`src/rtl/fetch_pkg.sv`:
```
// Shared types and constants for the fetch stage: FSM states, reset vector,
// NOP encoding and address alignment.
package fetch_pkg;

   localparam int FETCH_XLEN = 32;

   typedef enum logic [1:0] {
      S_REQ  = 2'd0,
      S_WAIT = 2'd1,
      S_KILL = 2'd2
   } fetch_state_t;

   localparam logic [FETCH_XLEN-1:0] FETCH_RESET_ADDR = 32'h0000_0000;
   localparam logic [FETCH_XLEN-1:0] NOP_INSTR        = 32'h0000_0013;

   function automatic logic [FETCH_XLEN-1:0] align4(input logic [FETCH_XLEN-1:0] a);
      return {a[FETCH_XLEN-1:2], 2'b00};
   endfunction

endpackage

```
`src/rtl/fetch_ctrl_if.sv`:
```
// Instruction-memory request/grant/response bundle between fetch and imem.
interface fetch_ctrl_if #(
   parameter int XLEN = 32
) ();

   logic            req;
   logic [XLEN-1:0] addr;
   logic            gnt;
   logic            rvalid;
   logic [XLEN-1:0] rdata;

   modport master (
      output req,
      output addr,
      input  gnt,
      input  rvalid,
      input  rdata
   );

   modport slave (
      input  req,
      input  addr,
      output gnt,
      output rvalid,
      output rdata
   );

endinterface

```
`src/rtl/fetch_buf.sv`:
```
// One-entry fetch buffer toward Decode: captures a returned instruction and
// its PC, holds it under stall, and drops it on consume or flush.
module fetch_buf #(
   parameter int XLEN = 32
) (
   input  logic            clk,
   input  logic            reset,
   input  logic            capture,
   input  logic            consume,
   input  logic            flush,
   input  logic [XLEN-1:0] instr_d,
   input  logic [XLEN-1:0] pc_d,
   output logic            valid_q,
   output logic [XLEN-1:0] instr_q,
   output logic [XLEN-1:0] pc_q
);

   // flush wins over a same-cycle capture so a killed fetch never becomes visible
   always_ff @(posedge clk or posedge reset) begin
      if (reset) begin
         valid_q <= 1'b0;
         instr_q <= '0;
         pc_q    <= '0;
      end else begin
         if (flush) begin
            valid_q <= 1'b0;
         end else if (capture) begin
            valid_q <= 1'b1;
         end else if (consume) begin
            valid_q <= 1'b0;
         end
         if (capture && !flush) begin
            instr_q <= instr_d;
            pc_q    <= pc_d;
         end
      end
   end

endmodule

```
`src/rtl/fetch_ctrl.sv`:
```
// Fetch-stage sequencer: owns the PC, issues one outstanding imem request at a
// time, handles branch/trap redirects and feeds a one-entry buffer to Decode.
module fetch_ctrl
   import fetch_pkg::*;
#(
   parameter int              XLEN       = FETCH_XLEN,
   parameter logic [XLEN-1:0] RESET_ADDR = FETCH_RESET_ADDR
) (
   input  logic              clk,
   input  logic              reset,
   input  logic              redirect_valid_i,
   input  logic [XLEN-1:0]   redirect_addr_i,
   input  logic              trap_valid_i,
   input  logic [XLEN-1:0]   trap_addr_i,
   input  logic              stall_d_i,
   fetch_ctrl_if.master      imem,
   output logic              instr_valid_o,
   output logic [XLEN-1:0]   instr_o,
   output logic [XLEN-1:0]   instr_pc_o,
   output logic [XLEN-1:0]   pc_plus4_o,
   output logic              flush_d_o
);

   fetch_state_t    state_q, state_d;
   logic [XLEN-1:0] pc_q, pc_d;
   logic [XLEN-1:0] target;
   logic            redir;
   logic            fire;
   logic            capture;
   logic            consume;

   assign redir     = trap_valid_i | redirect_valid_i;
   assign target    = align4(trap_valid_i ? trap_addr_i : redirect_addr_i);
   assign flush_d_o = redir;

   // Only request when the buffer is free or draining, so a response always lands in an empty buffer
   assign imem.req  = (state_q == S_REQ) & (!instr_valid_o | !stall_d_i) & !reset;
   assign imem.addr = pc_q;
   assign fire      = imem.req & imem.gnt;
   assign consume   = instr_valid_o & !stall_d_i;

   always_ff @(posedge clk or posedge reset) begin
      if (reset) begin
         state_q <= S_REQ;
         pc_q    <= RESET_ADDR;
      end else begin
         state_q <= state_d;
         pc_q    <= pc_d;
      end
   end

   always_comb begin
      state_d = state_q;
      pc_d    = pc_q;
      capture = 1'b0;
      case (state_q)
         S_REQ: begin
            if (fire) begin
               state_d = redir ? S_KILL : S_WAIT;
            end
            if (redir) begin
               pc_d = target;
            end
         end
         S_WAIT: begin
            if (imem.rvalid) begin
               state_d = S_REQ;
               if (redir) begin
                  pc_d = target;
               end else begin
                  capture = 1'b1;
                  pc_d    = pc_q + XLEN'(4);
               end
            end else if (redir) begin
               pc_d    = target;
               state_d = S_KILL;
            end
         end
         S_KILL: begin
            // the response still owed for the abandoned request is swallowed here
            if (imem.rvalid) begin
               state_d = S_REQ;
            end
            if (redir) begin
               pc_d = target;
            end
         end
         default: begin
            state_d = S_REQ;
         end
      endcase
   end

   fetch_buf #(
      .XLEN (XLEN)
   ) u_buf (
      .clk     (clk),
      .reset   (reset),
      .capture (capture),
      .consume (consume),
      .flush   (redir),
      .instr_d (imem.rdata),
      .pc_d    (pc_q),
      .valid_q (instr_valid_o),
      .instr_q (instr_o),
      .pc_q    (instr_pc_o)
   );

   assign pc_plus4_o = instr_pc_o + XLEN'(4);

   a_no_rvalid_in_req: assert property (
      @(posedge clk) disable iff (reset) !((state_q == S_REQ) && imem.rvalid)
   );

endmodule

```
`src/flat_wrapper.sv`:
```
// flat-port wrapper written by rule: the top's interface ports become plain ports
module fetch_ctrl_flat import fetch_pkg::*;
#(
   parameter int              XLEN       = FETCH_XLEN,
   parameter logic [XLEN-1:0] RESET_ADDR = FETCH_RESET_ADDR
)
  (clk, reset, redirect_valid_i, redirect_addr_i, trap_valid_i, trap_addr_i, stall_d_i, instr_valid_o, instr_o, instr_pc_o, pc_plus4_o, flush_d_o, imem_req, imem_addr, imem_gnt, imem_rvalid, imem_rdata);
  fetch_ctrl_if #(.XLEN(XLEN)) imem_i ();
  input  logic clk;
  input  logic reset;
  input  logic redirect_valid_i;
  input  logic [XLEN-1:0] redirect_addr_i;
  input  logic trap_valid_i;
  input  logic [XLEN-1:0] trap_addr_i;
  input  logic stall_d_i;
  output logic instr_valid_o;
  output logic [XLEN-1:0] instr_o;
  output logic [XLEN-1:0] instr_pc_o;
  output logic [XLEN-1:0] pc_plus4_o;
  output logic flush_d_o;
  output wire logic [$bits(imem_i.req)-1:0] imem_req;
  output wire logic [$bits(imem_i.addr)-1:0] imem_addr;
  input wire logic [$bits(imem_i.gnt)-1:0] imem_gnt;
  input wire logic [$bits(imem_i.rvalid)-1:0] imem_rvalid;
  input wire logic [$bits(imem_i.rdata)-1:0] imem_rdata;
  assign imem_req = imem_i.req;
  assign imem_addr = imem_i.addr;
  assign imem_i.gnt = imem_gnt;
  assign imem_i.rvalid = imem_rvalid;
  assign imem_i.rdata = imem_rdata;
  fetch_ctrl #(.XLEN(XLEN), .RESET_ADDR(RESET_ADDR)) u_core (.clk(clk), .reset(reset), .redirect_valid_i(redirect_valid_i), .redirect_addr_i(redirect_addr_i), .trap_valid_i(trap_valid_i), .trap_addr_i(trap_addr_i), .stall_d_i(stall_d_i), .imem(imem_i), .instr_valid_o(instr_valid_o), .instr_o(instr_o), .instr_pc_o(instr_pc_o), .pc_plus4_o(pc_plus4_o), .flush_d_o(flush_d_o));
endmodule
```
`config.mk`:
```
export PLATFORM = sky130hd
export DESIGN_NAME = fetch_ctrl_flat
export DESIGN_NICKNAME = d
export VERILOG_FILES = /design/src/rtl/fetch_pkg.sv /design/src/rtl/fetch_ctrl_if.sv /design/src/rtl/fetch_buf.sv /design/src/rtl/fetch_ctrl.sv /design/src/flat_wrapper.sv
export SDC_FILE = /design/constraint.sdc
export NUM_CORES = 1
export LEC_CHECK = 0
export ABC_AREA = 1
export BUFFER_PORTS_ARGS = -buffer_cell sky130_fd_sc_hd__buf_2
export CAP_MARGIN = 20
export CORE_UTILIZATION = 53
export DETAILED_ROUTE_END_ITERATION = 10
export PLACE_DENSITY = 0.92
export SYNTH_ARGS = -nofsm -noshare
export SYNTH_HDL_FRONTEND = slang
export SYNTH_SLANG_ARGS = --single-unit
```
`constraint.sdc`:
```
create_clock -name clk -period 8.65 [get_ports clk]
set_input_delay 0.865 -clock clk [delete_from_list [all_inputs] [get_ports clk]]
set_output_delay 0.865 -clock clk [all_outputs]
set_load 0.1 [all_outputs]
```
; ---- Word level (Yosys, flattened, before mapping)
; Cells that the tools add are included.
[totals]
output_inout_bits = 131
latchBits = 0
mem_bits_ro = 0
mem_count = 0
register_bits = 99
mem_bits_rw = 0
[classes]
div_mod_pow = 0
n_eq_ne = 5
n_bitwise = 6
magnitude_cmp = 0
reduce_logical = 10
n_addsub = 2
mux = 17
multipliers = 0
n_shift = 0
[op_table]
columns = op, n
row1 = 32-bit two-way mux, 4
row2 = 32-bit by 3-bit adder with 32-bit output (second input constant), 2
row3 = 32-bit one-hot mux with 2 select lines, 1
row4 = 2-bit two-way mux, 5
row5 = 1-bit two-way mux, 6
row6 = 2-bit one-hot mux with 3 select lines, 1
row7 = 1-bit AND, 4
row8 = 1-bit zero test, 4
row9 = 3-bit by 2-bit != test with 1-bit output (second input constant), 1
row10 = 3-bit AND reduction, 1
row11 = 3-bit nonzero test, 1
row12 = 2-bit by 1-bit equality test with 1-bit output (second input constant), 1
row13 = 2-bit equality test (second input constant), 1
row14 = 2-bit zero test, 1
row15 = 2-bit by 1-bit != test with 1-bit output (second input constant), 1
row16 = 2-bit != test (second input constant), 1
row17 = 1-bit bitwise OR, 2
row18 = 2-bit nonzero test, 1
row19 = 2-bit OR reduction, 1
row20 = 1-bit logical AND, 1

; ---- Depth between registers and ports, before layout
[logic_depth]
ltp_word = 7
depth_mapped = 10
mapped_depth_nobuf = 10

; ---- Modules after synthesis
; A second synthesis with hierarchy kept.
[hier_totals]
hier_cells = 922
area_unflattened_um2 = 6491.2
[by_module_without_submodules]
columns = module, area_each_um2, cells_per_inst, instances, seq_area_each_um2
row1 = fetch_ctrl, 3876.2, 638, 1, 850.8
row2 = fetch_buf, 2615.0, 284, 1, 1626.6

; ---- Worst setup path after synthesis
; Ideal clock, no wire load.
[synth_timing]
kind = register to output
start = register u_core.u_buf.pc_q[3]
end = output port pc_plus4_o[24]
stages_incl_launch_ff = 8
arrival_ns = 3.667
setup_slack_ns = 4.118
cell_sequence = dfrtp_1 -> ha_1 -> nand3_1 -> nor3_4 -> nand3b_1 -> nor2_1 -> nand2_1 -> xnor2_1
[synth_between]
elab_chain_len = 1
[synth_lines]
columns = element, line_no
row1 = start: declaration, fetch_buf.sv:15  ; output logic [XLEN-1:0] pc_q
row2 = start signal: assignment, fetch_buf.sv:34  ; pc_q <= pc_d;
row3 = 32-bit by 3-bit adder with 32-bit output, fetch_ctrl.sv:109  ; assign pc_plus4_o = instr_pc_o + XLEN'(4);
row4 = end: declaration, flat_wrapper.sv:19  ; output logic [XLEN-1:0] pc_plus4_o;
; Every way passes these cells.

; ---- Worst setup path after layout
[layout_timing]
start = register u_core.u_buf.pc_q[2]
end = output port pc_plus4_o[22]
; Same word-level chain as after synthesis.

==> run_summary.xml <==
<?xml version="1.0" encoding="UTF-8"?>
<metrics>
  <group name="yosys">
    <metric name="synth.cells.most_frequent" unit="">306 x sky130_fd_sc_hd__nand2_1, 108 x sky130_fd_sc_hd__nor2_1, 99 x sky130_fd_sc_hd__dfrtp_1</metric>
    <metric name="synthMostInstantiatedCell" unit="">sky130_fd_sc_hd__nand2_1</metric>
    <metric name="register_area_share_after_synthesis" unit="">0.4147</metric>
    <metric name="synth_area_leader_cell" unit="">sky130_fd_sc_hd__dfrtp_1</metric>
    <metric name="syn-cell-area" unit="um2">5974</metric>
    <metric name="synth_top_cells_by_area" unit="">sky130_fd_sc_hd__dfrtp_1 41%, sky130_fd_sc_hd__nand2_1 19%, sky130_fd_sc_hd__nor2_1 6.8%</metric>
    <metric name="ys_seq_elements" unit="">99</metric>
    <metric name="synth_top_area_share" unit="">0.4147</metric>
    <metric name="yosysWarningCount" unit="">0</metric>
    <metric name="netlist_instances" unit="">867</metric>
    <metric name="ys_async_sr_fraction" unit="">1.000</metric>
    <metric name="dominantRegCellSynth" unit="">sky130_fd_sc_hd__dfrtp_1</metric>
    <metric name="mappedNetlistNets" unit="">972</metric>
    <metric name="synth_cell_types" unit="">42</metric>
    <metric name="synth-edff-count" unit="">0</metric>
    <metric name="syn-mean-instance-area" unit="um2">6.891</metric>
  </group>
  <group name="floorplanning">
    <metric name="floorplan.core_area" unit="um2">10890</metric>
    <metric name="die_area" unit="um2">11700</metric>
    <metric name="row_count" unit="">38</metric>
    <metric name="io_pins" unit="">234</metric>
    <metric name="fp.dieW" unit="um">108.2</metric>
    <metric name="die_h" unit="um">108.2</metric>
    <metric name="initial_utilization" unit="">0.5487</metric>
  </group>
  <group name="clock_network">
    <metric name="clock_path_buffers" unit="">2</metric>
    <metric name="tritoncts" unit="">done</metric>
    <metric name="clock-sinks" unit="">99</metric>
    <metric name="cts-resized-gates" unit="">0</metric>
    <metric name="cts-htree-levels" unit="">3</metric>
    <metric name="clock_tree_root_driver_cell" unit="">sky130_fd_sc_hd__clkbuf_8</metric>
    <metric name="inserted_clock_buffers" unit="">9</metric>
    <metric name="clk_pin_slew_worst_paths" unit="ns">0.11</metric>
    <metric name="cts_hold_buf" unit="">0</metric>
    <metric name="postCtsSetupBuffers" unit="">0</metric>
    <metric name="clk-insertion-delay-late" unit="ns">0.38</metric>
  </group>
  <group name="worst_hold_path">
    <metric name="min_path_type" unit="">reg2reg</metric>
  </group>
  <group name="finish">
    <metric name="multiInputGateArea" unit="um2">3045</metric>
    <metric name="nets" unit="">1184</metric>
    <metric name="relative_area_change_from_synthesis_to_final_layout" unit="%">24.06</metric>
    <metric name="final-seq-area" unit="um2">2477</metric>
    <metric name="antennaDiodeCount" unit="">0</metric>
    <metric name="fillCellCount" unit="">963</metric>
    <metric name="fraction_of_final_layout_cells_sized_beyond_drive_strength_1" unit="">0.2445</metric>
  </group>
  <group name="run_status">
    <metric name="run_status" unit="">complete, no violations</metric>
  </group>
  <group name="drt">
    <metric name="drc_violations" unit="">0</metric>
    <metric name="ant_nets" unit="">0</metric>
    <metric name="routed_wl" unit="um">19070</metric>
    <metric name="route.vias.total" unit="">6672</metric>
    <metric name="dr.pass1.iters" unit="">6</metric>
    <metric name="vias_per_cell" unit="">5.451</metric>
    <metric name="wl_per_cell" unit="um">15.58</metric>
    <metric name="initialDrtViolationCount" unit="">504</metric>
  </group>
  <group name="timing">
    <metric name="worst_slew_pin_slew" unit="ns">1.049</metric>
    <metric name="rsz0062_at_grt" unit="">no</metric>
    <metric name="setup_ws" unit="ns">5.089</metric>
    <metric name="setup-violations-final" unit="">0</metric>
    <metric name="min_period" unit="ns">3.561</metric>
    <metric name="setup_tns" unit="ns">0</metric>
    <metric name="timing.final.max_slew_violations" unit="">0</metric>
    <metric name="worst_slew_margin_rel" unit="">0.2996</metric>
    <metric name="timing_hold_violations_final" unit="">0</metric>
    <metric name="worst_setup_skew_after_layout" unit="ns">0.01503</metric>
    <metric name="period_share" unit="">0.4117</metric>
    <metric name="fmax" unit="MHz">280.8</metric>
    <metric name="holdWs" unit="ns">0.4745</metric>
  </group>
  <group name="global_route">
    <metric name="grt_max_degree" unit="">70</metric>
    <metric name="track_usage" unit="">0.3310</metric>
    <metric name="number_of_global_route_vias_before_repair" unit="">6032</metric>
    <metric name="grt_first_pass_wirelength" unit="um">29730</metric>
    <metric name="antenna_found_initial" unit="">0</metric>
    <metric name="grt.overflow.total" unit="">0</metric>
  </group>
  <group name="setup_path">
    <metric name="worst-path-max-fanout" unit="">5</metric>
    <metric name="cp.required" unit="ns">7.79</metric>
    <metric name="setup.worst_path.class" unit="">reg2out</metric>
    <metric name="worst-endpoint-arrival" unit="ns">2.70</metric>
    <metric name="worstSetupEndpointType" unit="">output port</metric>
    <metric name="worstSetupStartpointType" unit="">flip-flop</metric>
  </group>
  <group name="placed_design">
    <metric name="finalWeightedCongestion" unit="">0.9560</metric>
    <metric name="place.port_buffers" unit="">229</metric>
    <metric name="preCtsSetupSlack" unit="ns">5.139</metric>
    <metric name="post-dp-hpwl" unit="um">14020</metric>
  </group>
  <group name="job">
    <metric name="maxCapViolCount" unit="">0</metric>
  </group>
</metrics>
## placed cells by master (no fill, tap or decap), drive strengths merged, types with 3 or more instances in the layout
| cell type | instances |
|---|---|
| a21oi | 17 |
| a22oi | 5 |
| a31oi | 7 |
| buf | 235 |
| clkbuf | 10 |
| dfrtp | 99 |
| inv | 80 |
| nand2 | 307 |
| nand3 | 61 |
| nand3b | 6 |
| nand4 | 18 |
| nor2 | 115 |
| nor3 | 14 |
| nor3b | 3 |
| o211ai | 4 |
| o21ai | 48 |
| o22ai | 6 |
| o311ai | 3 |
| xnor2 | 6 |
| xor2 | 20 |
## flip-flops by register name, indices dropped and copies added, names as in the netlist
name and cells:
u_core.imem.addr 32, u_core.state_q 2, u_core.u_buf.instr_q 32, u_core.u_buf.pc_q 32
u_core.u_buf.valid_q 1
## routing by layer
| layer | vias to the layer above | track usage | wire length (um) |
|---|---|---|---|
| met5 | - | 0 | 0 |
| met3 | 48 | 0.05726 | 1749 |
| li1 | 3217 | - | - |
| met1 | 3028 | 0.4254 | 7791 |
| met4 | 0 | 0.1389 | 583 |
| met2 | 379 | 0.5500 | 8944 |
## critical path, cell delays in order (launching register included)
cell and delay [ns]:
sky130_fd_sc_hd__dfrtp_1 0.41, sky130_fd_sc_hd__ha_1 0.27, sky130_fd_sc_hd__nand3_1 0.19, sky130_fd_sc_hd__nor3_4 0.28, sky130_fd_sc_hd__nand2_1 0.14, sky130_fd_sc_hd__nor2_1 0.15
sky130_fd_sc_hd__nand2_1 0.12, sky130_fd_sc_hd__nor2_2 0.15, sky130_fd_sc_hd__xor2_1 0.16, sky130_fd_sc_hd__buf_2 0.44
## path summary, 6_finish.rpt
| check | start | end | slack (ns) | cells after the start |
|---|---|---|---|---|
| max | u_core.u_buf.pc_q[2] | pc_plus4_o[22] | 5.09 | 9 |
| min | u_core.u_buf.instr_q[20] | u_core.u_buf.instr_q[20] | 0.47 | 2 |
| max reg2reg | u_core.state_q[1] | u_core.imem.addr[8] | 5.58 | 6 |
| min reg2reg | u_core.u_buf.instr_q[20] | u_core.u_buf.instr_q[20] | 0.47 | 2 |
| max in group asynchronous | reset | u_core.u_buf.instr_q[24] | 7.00 | 3 |
| min in group asynchronous | reset | u_core.state_q[0] | 0.52 | 2 |
## kinds of logic (layout without fill, tap and decap cells)
family,after synthesis,count (layout),synth area share
AO/OA/AOI/OAI,97,97,0.09341
adder cells (fa/ha/maj),2,2,0.004188
flip-flops,99,99,0.4147
XOR/XNOR,26,26,0.03812
buffers and inverters,111,328,0.07560
AND/OR/NAND/NOR,531,531,0.3724
multiplexers,1,1,0.001675
## final cells by class
cell class,count,share of cell area
clock buffer,10,0.01857
clock inverter,6,0.01266
inverter,77,0.03933
multi-input combinational,657,0.4109
sequential,99,0.3342
tap,140,0.02363
timing repair buffer,235,0.1607
## per-stage QoR
stage / utilization / instance area (um2) / cells
6_report: 0.6808 / 7412 / 1224
5_1_grt: 0.6808 / 7412 / 1224
4_1_cts: 0.6808 / 7412 / 1224
3_5_place_dp: 0.6595 / 7181 / 1208
3_3_place_gp: 0.6595 / 7181 / 1208
2_1_floorplan: - / 5974 / 867
Power is not shown: default switching activity piles up to over one toggle a cycle in this logic, so the estimate is an artifact.
